===== src/rtl/seg_scan_mux.sv =====
// Eight-digit hex scan multiplexer feeding one shared 7-segment decoder.
// Optional leading-zero blanking is enabled by defining SEG_SCAN_LZB_EN.
module seg_scan_mux #(
   parameter int DIV = 100000
) (
   input  logic        CLK,
   input  logic        RST_N,
   input  logic [31:0] DATA,
   input  logic [7:0]  EN_MASK,
   output logic [3:0]  DIGIT,
   output logic [7:0]  AN,
   output logic        BLANK,
   output logic        FRAME
);

   localparam int            CW      = (DIV > 1) ? $clog2(DIV) : 1;
   localparam logic [CW-1:0] CNT_MAX = CW'(DIV - 1);

   logic [CW-1:0] cnt_q,   cnt_d;
   logic [2:0]    idx_q,   idx_d;
   logic [31:0]   data_q,  data_d;
   logic [7:0]    mask_q,  mask_d;
   logic [3:0]    digit_q, digit_d;
   logic [7:0]    an_q,    an_d;
   logic          blank_q, blank_d;
   logic          frame_q, frame_d;

   logic          tick;
   logic          load;
   logic [2:0]    nxt;
   logic [31:0]   cur_data;
   logic [7:0]    cur_mask;
   logic          lit;
   logic [2:0]    high_idx;

   assign tick = (cnt_q == CNT_MAX);
   assign load = tick && (idx_q == 3'd7);
   assign nxt  = idx_q + 3'd1;

   // On a frame-load tick the fresh inputs are shown at once, so the
   // shadow registers never add a frame of latency.
   assign cur_data = load ? DATA    : data_q;
   assign cur_mask = load ? EN_MASK : mask_q;

   always_comb begin
      // NOTE: every combinationally assigned signal gets a default first so no latch is inferred.
      high_idx = 3'd0;
      for (int i = 1; i < 8; i++) begin
         if (cur_data[4*i +: 4] != 4'd0) high_idx = 3'(i);
      end
   end

`ifdef SEG_SCAN_LZB_EN
   assign lit = cur_mask[nxt] && (nxt <= high_idx);
`else
   assign lit = cur_mask[nxt];
`endif

   always_comb begin
      cnt_d   = tick ? '0 : cnt_q + CW'(1);
      idx_d   = idx_q;
      data_d  = data_q;
      mask_d  = mask_q;
      digit_d = digit_q;
      an_d    = an_q;
      blank_d = blank_q;
      frame_d = 1'b0;
      if (tick) begin
         idx_d   = nxt;
         digit_d = cur_data[4*nxt +: 4];
         blank_d = ~lit;
         an_d    = lit ? ~(8'b1 << nxt) : 8'hFF;
         frame_d = (nxt == 3'd0);
      end
      if (load) begin
         data_d = DATA;
         mask_d = EN_MASK;
      end
   end

   // NOTE: sequential state uses non-blocking assignments so all registers update together.
   always_ff @(posedge CLK or negedge RST_N) begin
      if (!RST_N) begin
         cnt_q   <= '0;
         idx_q   <= 3'd7;
         data_q  <= '0;
         mask_q  <= '0;
         digit_q <= 4'd0;
         an_q    <= 8'hFF;
         blank_q <= 1'b1;
         frame_q <= 1'b0;
      end else begin
         cnt_q   <= cnt_d;
         idx_q   <= idx_d;
         data_q  <= data_d;
         mask_q  <= mask_d;
         digit_q <= digit_d;
         an_q    <= an_d;
         blank_q <= blank_d;
         frame_q <= frame_d;
      end
   end

   assign DIGIT = digit_q;
   assign AN    = an_q;
   assign BLANK = blank_q;
   assign FRAME = frame_q;

endmodule

===== config.mk =====
export PLATFORM = sky130hd
export DESIGN_NAME = seg_scan_mux
export DESIGN_NICKNAME = d
export VERILOG_FILES = /design/src/rtl/seg_scan_mux.sv
export SDC_FILE = /design/constraint.sdc
export NUM_CORES = 1
export LEC_CHECK = 0
export ABC_CLOCK_PERIOD_IN_PS = 3100
export CAP_MARGIN = 20
export CORE_MARGIN = 8
export CORE_UTILIZATION = 30
export DETAILED_ROUTE_END_ITERATION = 10
export GPL_ROUTABILITY_DRIVEN = 0
export SLEW_MARGIN = 15
export SYNTH_ARGS = -nofsm -noshare
export SYNTH_HDL_FRONTEND = slang
export SYNTH_SLANG_ARGS = --single-unit

===== constraint.sdc =====
create_clock -name CLK -period 3.1 [get_ports CLK]
set_input_delay 0.62 -clock CLK [delete_from_list [all_inputs] [get_ports CLK]]
set_output_delay 0.62 -clock CLK [all_outputs]
set_load 0.01 [all_outputs]

==> out/metrics.csv, run 1 <==
stage;metric;value;unit
finish;drive_gt1_share;15.6;%
logic_synthesis;syn_nets;412;
outcome;status;completed;
cts;clk_latency;0.33;ns
sta;rsz0062_at_grt;false;
logic_synthesis;syn_area;3640;um^2
finish;fin_cells;571;
cts;clk_pin_slew;0.06;ns
power;leakage;2.01;nW
grt;met1_usage;14.4;%
finish;regArea;1870;um^2
power;p_sw;0.460;mW
floorplanning;die_width;126;um
grt;grt_max_degree;42;
drt;via_per_inst;4.85;
drt;routedWlPerCell;15.3;um
cts;cts_resized;0;
sta;tns;0;ns
finish;stdcell_area;4660;um^2
grt;grt.met3_usage;3.54;%
grt;grt-busiest-layer;met2;
cts;htree_levels;3;
grt;met2_usage;19.1;%
grt;gr-total-overflow;0;
power;p_int;1.60;mW
floorplanning;core_region_area;11900;um^2
finish;nets;468;
finish;multi_input_area;1670;um^2
sta;fin_skew;0.00748;ns
finish;n_fill_cell;1207;
floorplanning;dieArea;15900;um^2
drt;drc_errors;0;
sta;relSlewSlack;49.3;%
cts;cts_sinks;74;
drt;vias;2768;
drt;initialDrtViolationCount;208;
sta;tightest_slew;0.760;ns
worst_setup_path;cp-start-kind;flip-flop;
cts;clk_path_buf_depth;2;
finish;antenna_cells;0;
place;placed_cells;555;
worst_setup_path;required;3.32;ns
logic_synthesis;yosys_warnings;0;
worst_setup_path;crit_fanout;30;
logic_synthesis;syn_avg_cell_area;10.0;um^2
floorplanning;io_pins;56;
sta;fmax;0.344;GHz
grt;antenna_found_initial;0;
sta;min_period;2.91;ns
power;switching_share;22.3;%
drt;dr.pass1.iters;4;
power;ir_drop;0.196;mV
power;power_frac_comb;4.7;%
power;power_density;443;nW/um^2
drt;antenna_left;0;
place;dpl.hpwl;6380;um
worst_setup_path;cp_data_arrival_time;3.13;ns
worst_hold_path;hold_class;input pin to asynchronous set/reset pin;
grt;track_usage;11.7;%
cts;cts_tree;done;
place;io_buffer_count;55;
sta;min_period_over_period;93.7;%
floorplanning;die_y;126;um
logic_synthesis;ys_types;39;
power;seqPwrFrac;47.3;%
drt;wl;8720;um
sta;hold_viol;0;
cts;cts-root-buf;clkbuf_16;
worst_setup_path;endpoint_kind;flip-flop;
worst_setup_path;path_class;flip-flop to flip-flop;
logic_synthesis;syn_inst;363;
grt;grt_first_pass_wirelength;14800;um
place;place_area;4370;um^2
cts;cts_buffers;9;
grt;grt_pass1_vias;2987;
cts;holdBufCountCts;0;
logic_synthesis;ys_seq_area_share;51.3;%
logic_synthesis;synth-seq-cells;74;
floorplanning;core.rowCount;40;
cts;postCtsSetupBuffers;0;
finish;area_delta_synth_final;28.0;%
power;clockPowerShare;48.0;%
sta;slew_viol_final;0;
sta;setup_viol;0;
floorplanning;start_util;30.6;%
flow_run;maxCapViolCount;0;
[cells in the mapped netlist (all sizes together)]
| cell type | count | area (um^2) |
|---|---|---|
| a211o | 3 | 26.3 |
| a211oi | 6 | 45.0 |
| a21oi | 7 | 35.0 |
| a22o | 2 | 17.5 |
| a22oi | 6 | 45.0 |
| a31oi | 9 | 56.3 |
| and2 | 5 | 31.3 |
| and3 | 4 | 25.0 |
| and4 | 1 | 8.76 |
| buf | 5 | 26.3 |
| clkbuf | 14 | 52.6 |
| clkinv | 1 | 3.75 |
| dfrtp | 62 | 1550 |
| dfstp | 12 | 315 |
| ha | 7 | 87.6 |
| inv | 7 | 26.3 |
| mux2 | 14 | 173 |
| mux2i | 1 | 10.0 |
| mux4 | 10 | 225 |
| nand2 | 120 | 453 |
| nand3 | 6 | 30.0 |
| nand4 | 8 | 50.1 |
| nand4bb | 1 | 11.3 |
| nor2 | 16 | 60.1 |
| nor2b | 3 | 18.8 |
| nor3 | 1 | 5.00 |
| nor4 | 1 | 21.3 |
| o211ai | 1 | 7.51 |
| o21ai | 11 | 55.1 |
| or3 | 2 | 12.5 |
| or4 | 1 | 7.51 |
| or4b | 1 | 13.8 |
| or4bb | 1 | 11.3 |
| xnor2 | 6 | 52.6 |
| xor2 | 8 | 70.1 |
[through the flow]
step | setup slack, ns | utilization [%] | hold WS (ns) | total power, mW
floorplan | 0.160 | - | 0.324 | 1.01
CTS | 0.184 | 39.1 | 0.375 | 2.10
global route | 0.0419 | 39.1 | 0.429 | 2.13
global placement | 0.235 | 36.7 | 0.446 | 1.09
detailed placement | 0.202 | 36.7 | 0.454 | 1.09
finish | 0.194 | 39.1 | 0.354 | 2.06
[cells in the final DEF, fill, tap and decap left out, types with 6 or more instances in the layout]
cell,Yosys,layout
nand2_1,119,119
dfrtp_1,62,62
clkdlybuf4s50_1,0,54
nor2_1,16,16
dfstp_2,12,12
o21ai_0,11,11
mux2_2,10,10
mux4_2,10,10
a31oi_1,9,9
clkbuf_16,0,9
nand4_1,8,8
xor2_1,8,8
buf_4,0,8
a21oi_1,7,7
ha_1,7,7
inv_1,6,6
nand3_1,6,6
xnor2_1,6,6
a211oi_1,6,6
a22oi_1,6,6
[cell families after synthesis]
kind of cell | share of synthesized area (%)
xor gates and xnor gates | 3.37
DFF | 51.3
buffers and inverters | 2.99
muxes | 11.2
adders and majority gates | 2.41
AOI/OAI and AO/OA | 7.90
and+or+nand+nor | 20.9
[cell type report]
type                    count  area share (%)
clock buffers              10            5.13
clock inverters             6            1.05
flip-flops and latches     74            40.1
well taps                 147            3.95
inverters                   8           0.644
repair buffers             64            13.4
multi-input cells         262            35.7
[metal layers]
metal | part of all wire [%] | vias to the layer above
met5 | 0 | -
met4 | 1.2 | 0
met3 | 4.9 | 10
met2 | 48 | 67
met1 | 46 | 1343
li1 | - | 1348
[critical path, stage by stage (launching register included)]
cell and delay (ns):
dfrtp_1 0.42, or4b_4 0.55, nor4_4 0.31, nand2_2 0.12, buf_4 0.27, mux2_4 0.35
mux4_2 0.47, a211o_1 0.30
[final timing paths]
kind	from	end	slack, ns	cells past startpoint
hold reg to reg	data_q[9]	data_q[9]	0.46	2
min in group CLK	data_q[9]	data_q[9]	0.46	2
setup / recovery	cnt_q[11]	DIGIT[0]	0.19	7
max in group asynchronous	RST_N	AN[1]	2.00	2
hold / removal	RST_N	data_q[30]	0.35	1
setup reg to reg	cnt_q[11]	DIGIT[0]	0.19	7
[sequential cells by signal, summed over array words and instances, names as in the netlist]
register,flops
AN,8
BLANK,1
DIGIT,4
FRAME,1
cnt_q,17
data_q,32
idx_q,3
mask_q,8
[power groups by stage]
stage	clock network (mW)	logic, mW	registers, mW
2_1_floorplan	0	0.0155	0.993
3_3_place_gp	0	0.0988	0.994
3_5_place_dp	0	0.100	0.994
4_1_cts	1.02	0.101	0.976
5_1_grt	1.05	0.108	0.977
6_report	0.990	0.0978	0.976
Power figures use the tool's default switching activity.
==> run 2, diff against run 1 <==
--- a/config.mk
+++ b/config.mk
@@ -8,9 +8,11 @@
 export ABC_CLOCK_PERIOD_IN_PS = 3100
 export CAP_MARGIN = 20
 export CORE_MARGIN = 8
-export CORE_UTILIZATION = 30
+export CORE_UTILIZATION = 50
+export CTS_BUF_LIST = sky130_fd_sc_hd__clkbuf_4
 export DETAILED_ROUTE_END_ITERATION = 10
 export GPL_ROUTABILITY_DRIVEN = 0
+export PLACE_DENSITY = 0.78
 export SLEW_MARGIN = 15
 export SYNTH_ARGS = -nofsm -noshare
 export SYNTH_HDL_FRONTEND = slang
==> out/metrics.csv, run 2 (synthesized netlist as in run 1, its figures left out) <==
stage;metric;value;unit
cts;holdBufCountCts;0;
cts;postCtsSetupBuffers;0;
drt;drc_errors;0;
cts;clk_pin_slew;0.12;ns
sta;min_period_over_period;94.7;%
finish;drive_gt1_share;15.5;%
cts;cts-root-buf;clkbuf_4;
sta;tns;0;ns
drt;via_per_inst;5.32;
drt;initialDrtViolationCount;106;
outcome;status;completed;
grt;grt.met3_usage;3.44;%
power;power_density;372;nW/um^2
sta;slew_viol_final;0;
cts;cts_sinks;74;
finish;reg.largest.list;data_q (32), cnt_q (17);
place;place_area;4320;um^2
worst_hold_path;hold_class;input pin to asynchronous set/reset pin;
sta;min_period;2.94;ns
drt;vias;2792;
cts;clk_latency;0.40;ns
finish;postLayoutCoreUtil;62.5;%
finish;final_common_cell;nand2_1;
drt;antenna_left;0;
finish;largest_reg_flops;32;
drt;routedWlPerCell;15.6;um
worst_setup_path;endpoint_kind;flip-flop;
sta;fin_skew;0.0108;ns
finish;final_cell_mix;nand2_1 (119), dfrtp_1 (62), clkdlybuf4s50_1 (54), nor2_1 (16), dfstp_2 (12);
floorplanning;io_pins;56;
finish;nets;469;
finish;stdcell_area;4460;um^2
finish;fin_cells;525;
cts;cts_resized;0;
worst_setup_path;path_class;flip-flop to flip-flop;
worst_setup_path;startpoint;cnt_q[11];
finish;regMostFlops;data_q;
grt;track_usage;17.0;%
sta;fmax;0.341;GHz
grt;met2_usage;27.5;%
drt;wl;8200;um
sta;tightest_slew;0.837;ns
floorplanning;die_y;101;um
place;io_buffer_count;55;
cts;htree_levels;3;
sta;hold_viol;0;
grt;gr-total-overflow;0;
power;leakage;1.96;nW
finish;area_delta_synth_final;22.5;%
floorplanning;die_width;101;um
cts;clk_path_buf_depth;2;
flow_run;maxCapViolCount;0;
grt;grt_max_degree;40;
cts;cts_tree;done;
grt;grt-busiest-layer;met2;
place;placed_cells;508;
grt;grt_pass1_vias;2816;
grt;met1_usage;22.3;%
sta;rsz0062_at_grt;false;
worst_setup_path;cp_data_arrival_time;3.25;ns
cts;cts_buffers;9;
worst_setup_path;required;3.42;ns
sta;setup_viol;0;
place;dpl.hpwl;5810;um
power;ir_drop;0.179;mV
floorplanning;start_util;51.0;%
worst_setup_path;reg2reg_from;cnt_q[11];
power;power.total;1.66;mW
drt;dr.pass1.iters;4;
floorplanning;core_region_area;7140;um^2
finish;n_fill_cell;607;
floorplanning;dieArea;10300;um^2
grt;grt_first_pass_wirelength;13700;um
sta;relSlewSlack;44.2;%
worst_setup_path;crit_fanout;9;
grt;antenna_found_initial;1;
worst_setup_path;cp-start-kind;flip-flop;
floorplanning;core.rowCount;31;
## run 2: cell types whose count changed in the layout (fill, tap and decap cells not counted), sizes merged
cell	previous run	this run
clkinv	2	7
clkinvlp	3	0
inv	9	7
buf	10	11
bufinv	0	1
clkbuf	10	9
diode	0	1
## run 2: through the flow
step / setup slack [ns] / hold slack [ns]
3_3_place_gp: 0.247 / 0.445
3_5_place_dp: 0.202 / 0.452
4_1_cts: 0.152 / 0.303
6_report: 0.164 / 0.303
2_1_floorplan: 0.160 / 0.324
5_1_grt: 0.0367 / 0.328
## run 2: power breakdown
| part | switching (mW) | total (mW) | internal (mW) |
|---|---|---|---|
| registers | 0.00224 | 0.976 | 0.974 |
| logic | 0.0366 | 0.0956 | 0.0590 |
| clock network | 0.343 | 0.588 | 0.245 |
| total | 0.382 | 1.66 | 1.28 |
## run 2: layout make-up
type	instances	area [um^2]	share of cell area [%]
flip-flops and latches	74	1870	41.9
multi-input cells	262	1670	37.3
repair buffers	65	633	14.2
well taps	99	124	2.78
clock inverters	7	70.1	1.57
clock buffers	9	67.6	1.52
inverters	8	30.0	0.673
diodes	1	2.50	0.0561
## run 2: worst max-delay path, cell delays in order, from the launching register on
cell and delay [ns]:
dfrtp_1 0.45, or4b_4 0.56, nor4_4 0.30, nand2_2 0.12
inv_2 0.18, mux4_2 0.54, mux4_2 0.51, o21ai_0 0.20
## run 2: final timing paths
check	depth (start not counted)	slack, ns	end
worst max-delay path	7	0.16	BLANK
max in group asynchronous	2	2.04	AN[1]
min in group CLK	2	0.48	mask_q[7]
worst max register to register	7	0.16	BLANK
worst min register to register	2	0.48	mask_q[7]
worst min-delay path	1	0.30	data_q[30]
## run 2: metal layers
metal | part of all wire [%] | vias to the layer above
met5 | 0 | -
met3 | 5.3 | 4
met4 | 0.82 | 0
met2 | 49 | 76
met1 | 45 | 1355
li1 | - | 1357
==> run 3, diff against run 2 <==
--- a/config.mk
+++ b/config.mk
@@ -12,7 +12,9 @@
 export CTS_BUF_LIST = sky130_fd_sc_hd__clkbuf_4
 export DETAILED_ROUTE_END_ITERATION = 10
 export GPL_ROUTABILITY_DRIVEN = 0
+export GPL_TIMING_DRIVEN = 0
 export PLACE_DENSITY = 0.78
+export RECOVER_POWER = 100
 export SLEW_MARGIN = 15
 export SYNTH_ARGS = -nofsm -noshare
 export SYNTH_HDL_FRONTEND = slang
==> out/metrics.csv, run 3 (synthesized netlist as in run 1, its figures left out) <==
stage;metric;value;unit
grt;grt_first_pass_wirelength;14200;um
floorplanning;start_util;51.0;%
power;ir_drop;0.234;mV
floorplanning;core.rowCount;31;
power;leakage;1.93;nW
grt;grt_max_degree;55;
sta;worst_slack;0.125;ns
finish;nets;480;
finish;area_delta_synth_final;23.3;%
sta;relSlewSlack;14.7;%
floorplanning;dieArea;10300;um^2
cts;htree_levels;3;
place;dp_slack;-0.573;ns
grt;antenna_found_initial;0;
sta;setup_viol;0;
worst_setup_path;cp_data_arrival_time;3.29;ns
place;placed_cells;518;
grt;track_usage;17.8;%
sta;tns;0;ns
worst_setup_path;cp-start-kind;flip-flop;
worst_setup_path;path_class;flip-flop to flip-flop;
worst_setup_path;r2r_cells;7;
power;power_density;386;nW/um^2
sta;rsz0062_at_grt;false;
drt;wl;8310;um
floorplanning;die_y;101;um
grt;gr-total-overflow;0;
cts;cts_buffers;9;
floorplanning;io_pins;56;
outcome;status;completed;
finish;antenna_cells;0;
cts;clk_latency;0.42;ns
finish;final_common_cell;nand2_1;
cts;clk_pin_slew;0.12;ns
sta;slew_viol_final;0;
finish;reg.largest.list;data_q (32), cnt_q (17);
drt;via_per_inst;5.29;
drt;drc_errors;0;
drt;initialDrtViolationCount;159;
drt;antenna_left;0;
drt;dr.pass1.iters;4;
finish;largest_reg_flops;32;
finish;drive_gt1_share;13.5;%
worst_setup_path;required;3.42;ns
cts;cts_tree;done;
place;io_buffer_count;55;
place;dpl.hpwl;6280;um
flow_run;maxCapViolCount;0;
worst_hold_path;hold_class;input pin to asynchronous set/reset pin;
sta;fin_skew;0.00998;ns
cts;cts_sinks;74;
worst_setup_path;crit_fanout;5;
finish;final_cell_mix;nand2_1 (119), dfrtp_1 (62), clkdlybuf4s50_1 (40), nor2_1 (16);
floorplanning;die_width;101;um
drt;routedWlPerCell;15.5;um
power;power.total;1.73;mW
sta;min_period_over_period;96.0;%
sta;tightest_slew;1.28;ns
sta;min_period;2.98;ns
grt;grt_pass1_vias;2913;
finish;regMostFlops;data_q;
cts;cts-root-buf;clkbuf_4;
sta;hold_viol;0;
sta;fmax;0.336;GHz
drt;vias;2831;
floorplanning;core_region_area;7140;um^2
finish;fin_cells;535;
worst_setup_path;endpoint_kind;flip-flop;
sta;whs;0.351;ns
cts;clk_path_buf_depth;2;
-- run 3: cell types whose count changed in the layout (fill, tap and decap cells not counted), moves of 3 or more --
cell / delta
clkbuf_2: +3
mux2_4: -4
mux2_1: +5
clkdlybuf4s50_1: -14
clkbuf_1: +14
dlygate4sd3_1: +14
buf_4: -9
-- run 3: repair_timing --
item / 4_1_cts / 5_1_grt
pin swaps: 0 / 2
setup buffers: 0 / 1
hold buffers: 0 / 0
resized for setup: 7 / 8
setup endpoints to repair: 10 / 9
-- run 3: metrics by stage --
step	utilization [%]	cell area, um^2
2_1_floorplan	-	3640
6_report	62.9	4490
4_1_cts	63.3	4520
3_3_place_gp	60.5	4320
3_5_place_dp	60.8	4340
5_1_grt	62.9	4490
-- run 3: critical path, cell delays in order, from the launching register on --
cell,delay (ns)
dfrtp_1,0.43
or4bb_1,0.60
nor4_4,0.40
nand2_4,0.12
clkbuf_1,0.22
mux2_2,0.32
mux4_2,0.49
a211o_1,0.30
-- run 3: path summary, 6_finish.rpt --
path | startpoint | end | slack, ns
worst min register to register | mask_q[2] | mask_q[2] | 0.47
max in group asynchronous | RST_N | data_q[2] | 0.94
worst max register to register | cnt_q[13] | DIGIT[3] | 0.12
worst max-delay path | cnt_q[13] | DIGIT[3] | 0.12
worst min-delay path | RST_N | data_q[27] | 0.35
min in group CLK | mask_q[2] | mask_q[2] | 0.47
-- run 3: layout make-up --
type	instances	area [um^2]
buffer	19	90.1
clock buffer	9	67.6
clock inverter	7	93.8
fill	636	2650
inverter	8	36.3
multi-input combinational	262	1660
sequential	74	1870
tap	99	124
timing repair buffer	57	553
-- run 3: routing by layer --
layer,global-route usage [%],routed length [um]
met1,21.5,3510
met2,29.7,4190
met3,4.81,478
met4,6.53,128
met5,0,0
-- run 3: power by group --
part           total [mW]  switching, mW  internal (mW)
Clock               0.667          0.342          0.325
Sequential          0.975        0.00169          0.974
Combinational      0.0910         0.0365         0.0545
Total                1.73          0.380           1.35
